### src/rtl/phase_accumulator_18.sv
// NCO phase register for one synth voice: drives the shared 18-bit adder and registers
// its sum once per sample tick, with a gate FSM that lets a released note finish at a wrap.
module phase_accumulator_18 #(
  parameter int unsigned TICK_DIV = 1042,
  parameter int unsigned SAW_BITS = 8
) (
  input  logic                clock,
  input  logic                reset_n,
  input  logic                note_on,
  input  logic [17:0]         tune_word,
  input  logic                tune_valid,
  output logic                tune_ready,
  output logic [17:0]         add_a,
  output logic [17:0]         add_b,
  output logic                add_cin,
  input  logic [17:0]         add_sum,
  input  logic                add_cout,
  output logic [17:0]         phase,
  output logic [SAW_BITS-1:0] saw,
  output logic                square,
  output logic                wrap,
  output logic                sample_strobe,
  output logic                active
);

  localparam int unsigned PW = 18;
  localparam int unsigned CW = (TICK_DIV > 1) ? $clog2(TICK_DIV) : 1;

  typedef enum logic [1:0] {
    ST_IDLE     = 2'd0,
    ST_RUN      = 2'd1,
    ST_STOPPING = 2'd2
  } state_e;

  state_e        state_q, state_d;
  logic [PW-1:0] phase_q, phase_d;
  logic [PW-1:0] inc_q, inc_d;
  logic [CW-1:0] tick_cnt_q, tick_cnt_d;
  logic          wrap_q, wrap_d;
  logic          strobe_q, strobe_d;
  logic          tick;

  assign tick = (tick_cnt_q == CW'(TICK_DIV - 1));

  // State registers with synchronous active-low reset
  always_ff @(posedge clock) begin
    if (!reset_n) begin
      state_q    <= ST_IDLE;
      phase_q    <= '0;
      inc_q      <= '0;
      tick_cnt_q <= '0;
      wrap_q     <= 1'b0;
      strobe_q   <= 1'b0;
    end else begin
      state_q    <= state_d;
      phase_q    <= phase_d;
      inc_q      <= inc_d;
      tick_cnt_q <= tick_cnt_d;
      wrap_q     <= wrap_d;
      strobe_q   <= strobe_d;
    end
  end

  // Next-state: tick divider, tune handshake and gate FSM
  always_comb begin
    state_d    = state_q;
    phase_d    = phase_q;
    inc_d      = inc_q;
    wrap_d     = 1'b0;
    strobe_d   = 1'b0;
    tick_cnt_d = tick ? '0 : tick_cnt_q + CW'(1);

    if (tune_valid && !tick) begin
      inc_d = tune_word;
    end

    unique case (state_q)
      ST_IDLE: begin
        phase_d = '0;
        if (note_on) begin
          state_d = ST_RUN;
        end
      end
      ST_RUN: begin
        if (tick) begin
          phase_d  = add_sum;
          wrap_d   = add_cout;
          strobe_d = 1'b1;
        end
        if (!note_on) begin
          state_d = ST_STOPPING;
        end
      end
      ST_STOPPING: begin
        if (note_on) begin
          state_d = ST_RUN;
          if (tick) begin
            phase_d  = add_sum;
            wrap_d   = add_cout;
            strobe_d = 1'b1;
          end
        end else if (inc_q == '0) begin
          // A zero increment can never reach a wrap, so stop immediately
          state_d  = ST_IDLE;
          phase_d  = '0;
          strobe_d = tick;
        end else if (tick) begin
          strobe_d = 1'b1;
          if (add_cout) begin
            state_d = ST_IDLE;
            phase_d = '0;
            wrap_d  = 1'b1;
          end else begin
            phase_d = add_sum;
          end
        end
      end
      default: begin
        state_d = ST_IDLE;
        phase_d = '0;
      end
    endcase
  end

  assign tune_ready    = !tick;
  assign add_a         = phase_q;
  assign add_b         = inc_q;
  assign add_cin       = 1'b0;
  assign phase         = phase_q;
  assign saw           = phase_q[PW-1 -: SAW_BITS];
  assign square        = phase_q[PW-1];
  assign wrap          = wrap_q;
  assign sample_strobe = strobe_q;
  assign active        = (state_q != ST_IDLE);

endmodule
### config.mk
export PLATFORM = sky130hd
export DESIGN_NAME = phase_accumulator_18
export DESIGN_NICKNAME = d
export VERILOG_FILES = /design/src/rtl/phase_accumulator_18.sv
export SDC_FILE = /design/constraint.sdc
export NUM_CORES = 1
export LEC_CHECK = 0
export BUFFER_PORTS_ARGS = -buffer_cell sky130_fd_sc_hd__buf_2
export CAP_MARGIN = 20
export CORE_MARGIN = 3
export CORE_UTILIZATION = 35
export CTS_CLUSTER_DIAMETER = 40
export CTS_CLUSTER_SIZE = 25
export DETAILED_ROUTE_END_ITERATION = 10
export PLACE_DENSITY_LB_ADDON = 0.25
export SYNTH_ARGS = -nofsm -noshare
export SYNTH_HDL_FRONTEND = slang
export SYNTH_SLANG_ARGS = --single-unit
### constraint.sdc
create_clock -name clock -period 1.9 [get_ports clock]
set_input_delay 0.095 -clock clock [delete_from_list [all_inputs] [get_ports clock]]
set_output_delay 0.095 -clock clock [all_outputs]
set_load 0.02 [all_outputs]
-- Word level (Yosys, flattened, before mapping)
Cells that the tools add are included.
W data, S select, Z words.
- bits in registers: 51
- add/sub/neg operators: 1
- equality and inequality tests: 7
- mux-type cells: 23
- bitwise operators: 1
- reductions and logical operators: 7
- operator list (cell ; count):
    $mux W18 ; 5
    $pmux W18 S2 ; 1
    $logic_not A18 Y1 ; 1
    $mux W2 ; 6
    $add A11 B1 Y11 const B ; 1
    $eq A11 B11 Y1 const B ; 1
    $mux W1 ; 8
    $ne A4 B4 Y1 const B ; 2
    $pmux W2 S3 ; 1
    $ne A2 B2 Y1 const B ; 2
    $pmux W1 S2 ; 2
    $reduce_and A4 Y1 ; 1
    $eq A2 B1 Y1 const B ; 1
    $eq A2 B2 Y1 const B ; 1
    $logic_not A2 Y1 ; 1
    $reduce_bool A2 Y1 ; 1
    $reduce_or A2 Y1 ; 1
    $logic_and A1 B1 Y1 ; 1
    $logic_not A1 Y1 ; 1
    $not A1 Y1 ; 1

-- Depth between registers and ports, before layout
- depth in word-level cells: 5
- gate-level depth with buffers: 8
- mapped depth without buffers: 7

-- Worst setup path before layout
No wires, ideal clock.
- path type: reg2reg
- from: reg state_q[0]
- to: reg phase_q[10] (netlist: add_a[10])
- library setup time: 117 ps
- arrival: 1624 ps
- path slack: 159 ps
- cell stages (with the launch flop): 8
- cell sequence: dfxtp_1 inv_1 ha_1 a21oi_1 nand2b_1 a21oi_2 clkbuf_1 a22o_1
- longest elaborated chain between the ends: 2
- elaborated cells on any way between the ends: 4
- classes of those cells: 3 x eq/ne; 1 x mux
- RTL lines (element ; RTL line ; text):
    from (decl) ; 35 ; state_e state_q, state_d;
    from (signal assigned) ; 55 ; state_q <= state_d;
    $eq A2 B2 Y1 or $eq A2 B1 Y1 (tied branches) ; 77 ; unique case (state_q)
    $ne A4 B4 Y1 (no source line) or $pmux W18 S2 (tied branches) ; - ;
    to (signal assigned) ; 56 ; phase_q <= phase_d;
    to (decl) ; 36 ; logic [PW-1:0] phase_q, phase_d;
Parallel ways exist; a longest one is shown, timed or not.
A chain may end at the register's enable or synchronous reset.

-- Final worst setup path
- from: reg tick_cnt_q[1]
- to: reg inc_q[11] (netlist: add_b[11])
- longest elaborated chain between the ends: 3
- RTL lines (element ; RTL line ; text):
    from (decl) ; 38 ; logic [CW-1:0] tick_cnt_q, tick_cnt_d;
    from (signal assigned) ; 58 ; tick_cnt_q <= tick_cnt_d;
    $eq A11 B11 Y1 ; 43 ; assign tick = (tick_cnt_q == CW'(TICK_DIV - 1));
    $logic_not A1 Y1 ; 73 ; if (tune_valid && !tick) begin
    $logic_and A1 B1 Y1 ; 73 ;
    to (signal assigned) ; 57 ; inc_q <= inc_d;
    to (decl) ; 37 ; logic [PW-1:0] inc_q, inc_d;
No other way between the ends.

==> metrics <==
WL final=5490 um; final setup slack of the worst path=209 ps; arrival time at the worst endpoint=1910 ps; placed cell count=395; clock sink count=51; Layout Nets=390; Clock Skews=14.0 ps; RSZ-0062 raised after global routing=false; Distinct cells, synth=36; Placement Cell Area=2730 sq um; Min-Delay Path Class=in -> reg; number of H-tree levels=2; Period minus WS final=1690 ps; via density per instance=4.76; Final Hold Fails=0; maximum fanout along the worst path=20; Vias=1993; number of DRC violations after detailed-routing iteration 0=63; clock latency at the later pin of the worst-skew pair=300 ps; cts bufs inserted=5; post-route fraction of the period consumed by the critical path=89.0%; Placeable Area=6130 sq um; max-cap violation count=0; weighted congestion at the end of routability-driven global placement=0.756; buffer cell driving the clock tree root=clkbuf_8; most common cell after layout, fill and taps aside=buf_2; largest net degree at the start of global routing=25; Cell Rows=28; Layout Area Growth over Synthesis=31.4%; maximum clock insertion buffer count=2; via count of the first global-routing pass=1823; final sum of negative setup slack=0 ps; kind of launch point of the worst setup path=register; number of placed I/O pins=109; Required @ worst endpoint=2120 ps; Synth Cell Area=2300 sq um; full die area=7590 sq um; pre-CTS setup slack=-27.1 ps; commonest cells after routing, fill and taps aside=buf_2, dfxtp_1, nand3_1, nand2_1; R2R setup slack=210 ps; static leakage=1.46 nW; port buffer count=107; average cell area after synthesis=9.40 sq um; height of the die=87.1 um; Starting Density=37.6%; dpl hpwl=3870 um; detail-routed net length per standard cell=13.1 um; die outline width=87.1 um; number of remaining DRC errors=0; pwr/cell area=674 nW/um^2; global-route wire length before repair=8650 um; DR pass1 iterations=4; CTS tree=yes; share of post-route cells with drive strength above 1=38.1%; nets in the synthesized netlist=292; run status=finished clean; Critical Setup Path Class=reg -> reg; Antenna diodes=0; kind of end point of the critical path=register; share of the synthesized area in the top cell type=44.3%; max-slew violation count=0; Max Clk Rate=591 MHz; overall routing resource usage=14.3%; Synth area leader=dfxtp_1; Final ANT Viol Nets=0; instance count of the mapped netlist=245; worst voltage drop across the vdd grid=0.000304 V; cell area after layout=3030 sq um; Warnings, synthesis=0; share of synthesized area occupied by flip-flops and latches=44.3%; number of antenna violations at the first check in global routing=0; total congestion overflow after global routing=0; final non-filler cell total=419; total of fill cells in the finished design=581; Clock Pin Slew Worst Setup and Hold Paths=100 ps; Finish-stage setup viols=0; register bit total from synthesis=51; biggest area contributors in the synthesized netlist=dfxtp_1, buf_4, a22o_1, a21boi_0, nand3_1
[cells by family after synthesis]
kind of cell	Yosys count	synth area share [%]
mux	1	0.435
flops	51	44.3
buf+inv	44	12.3
compound gates	46	16.1
xor+xnor	9	3.42
fa+ha+maj	6	3.26
simple gates	87	20.0
other cells	1	0.163
[per-stage QoR]
step | hold WS [ps] | power, mW | util [%]
floorplan | 211 | 1.28 | -
global placement | 308 | 1.39 | 44.5
detailed placement | 308 | 1.39 | 44.5
CTS | 0.931 | 2.07 | 48.5
global route | 0.504 | 2.15 | 49.4
finish | 7.91 | 2.04 | 49.4
[layout make-up]
cell class                      instances  area [sq um]  area share (%)
Inverter                                6          22.5           0.744
Timing Repair Buffer                  129           777            25.7
Clock inverter                          3          26.3           0.868
Tap cell                               75          93.8            3.10
Clock buffer                            5          68.8            2.27
Sequential cell                        51          1020            33.7
Multi-Input combinational cell        150          1020            33.6
[state kept, by name, indices dropped and copies added, names as in the netlist]
name	flops
add_a	18
add_b	18
sample_strobe	1
state_q	2
tick_cnt_q	11
wrap	1
[power breakdown]
group	leakage, nW	switching, mW	internal, mW	total [mW]
combinational	0.995	0.144	0.130	0.274
sequential	0.415	0.0257	1.10	1.12
clock	0.0491	0.371	0.271	0.642
total	1.46	0.540	1.50	2.04
[cell usage after synthesis]
cell,instances
dfxtp_1,51
nand3_2,1
xnor2_1,6
a22o_1,18
nor4_1,4
nand3_1,26
a21oi_1,2
o21ai_0,3
nor3b_1,1
nand2b_1,2
ha_1,6
mux2i_1,1
nor2_4,1
buf_6,1
a21boi_0,18
conb_1,1
o211ai_1,1
nand4b_1,1
nor2b_1,1
nor4b_1,1
a41o_1,1
buf_2,1
and3_1,3
xor2_1,3
a21oi_2,1
buf_4,29
nor4b_4,2
and2_1,1
nor4bb_1,1
nand2_1,26
inv_1,6
a21boi_4,1
nor2_1,16
a41oi_1,1
buf_1,2
clkbuf_1,5
[critical path, stage by stage (launching register included)]
cell and delay (ps):
dfxtp_1 340, inv_1 60, ha_1 130, nor4b_4 220, nand3_2 160, buf_6 200, nand2_1 120, buf_12 150
nand2_1 50, a21boi_0 160
[per-layer routing]
layer | global-route usage (%) | part of all wire [%] | vias up
met3 | 3.60 | 7.3 | 5
met5 | 0 | 0 | -
met1 | 18.1 | 46 | 905
li1 | - | - | 1012
met2 | 23.7 | 46 | 71
met4 | 4.60 | 1.3 | 0
[path summary, 6_finish.rpt]
check	start	to	cells past startpoint
setup / recovery	tick_cnt_q[1]$_SDFF_PP0_	add_b[11]$_SDFFE_PN0P_	9
setup reg to reg	tick_cnt_q[1]$_SDFF_PP0_	add_b[11]$_SDFFE_PN0P_	9
hold reg to reg	add_b[5]$_SDFFE_PN0P_	add_b[5]$_SDFFE_PN0P_	2
hold / removal	add_sum[5]	add_a[5]$_SDFFE_PN0P_	2
[what timing repair did]
| action | 4_1_cts | 5_1_grt |
|---|---|---|
| setup endpoints to repair | 18 | 20 |
| setup buffers | 0 | 2 |
| pin swaps | 0 | 3 |
| hold buffers | 14 | 0 |
| resized for setup | 1 | 4 |
| hold endpoints to repair | 14 | 0 |
No activity file was read; power rests on OpenSTA's default activity.
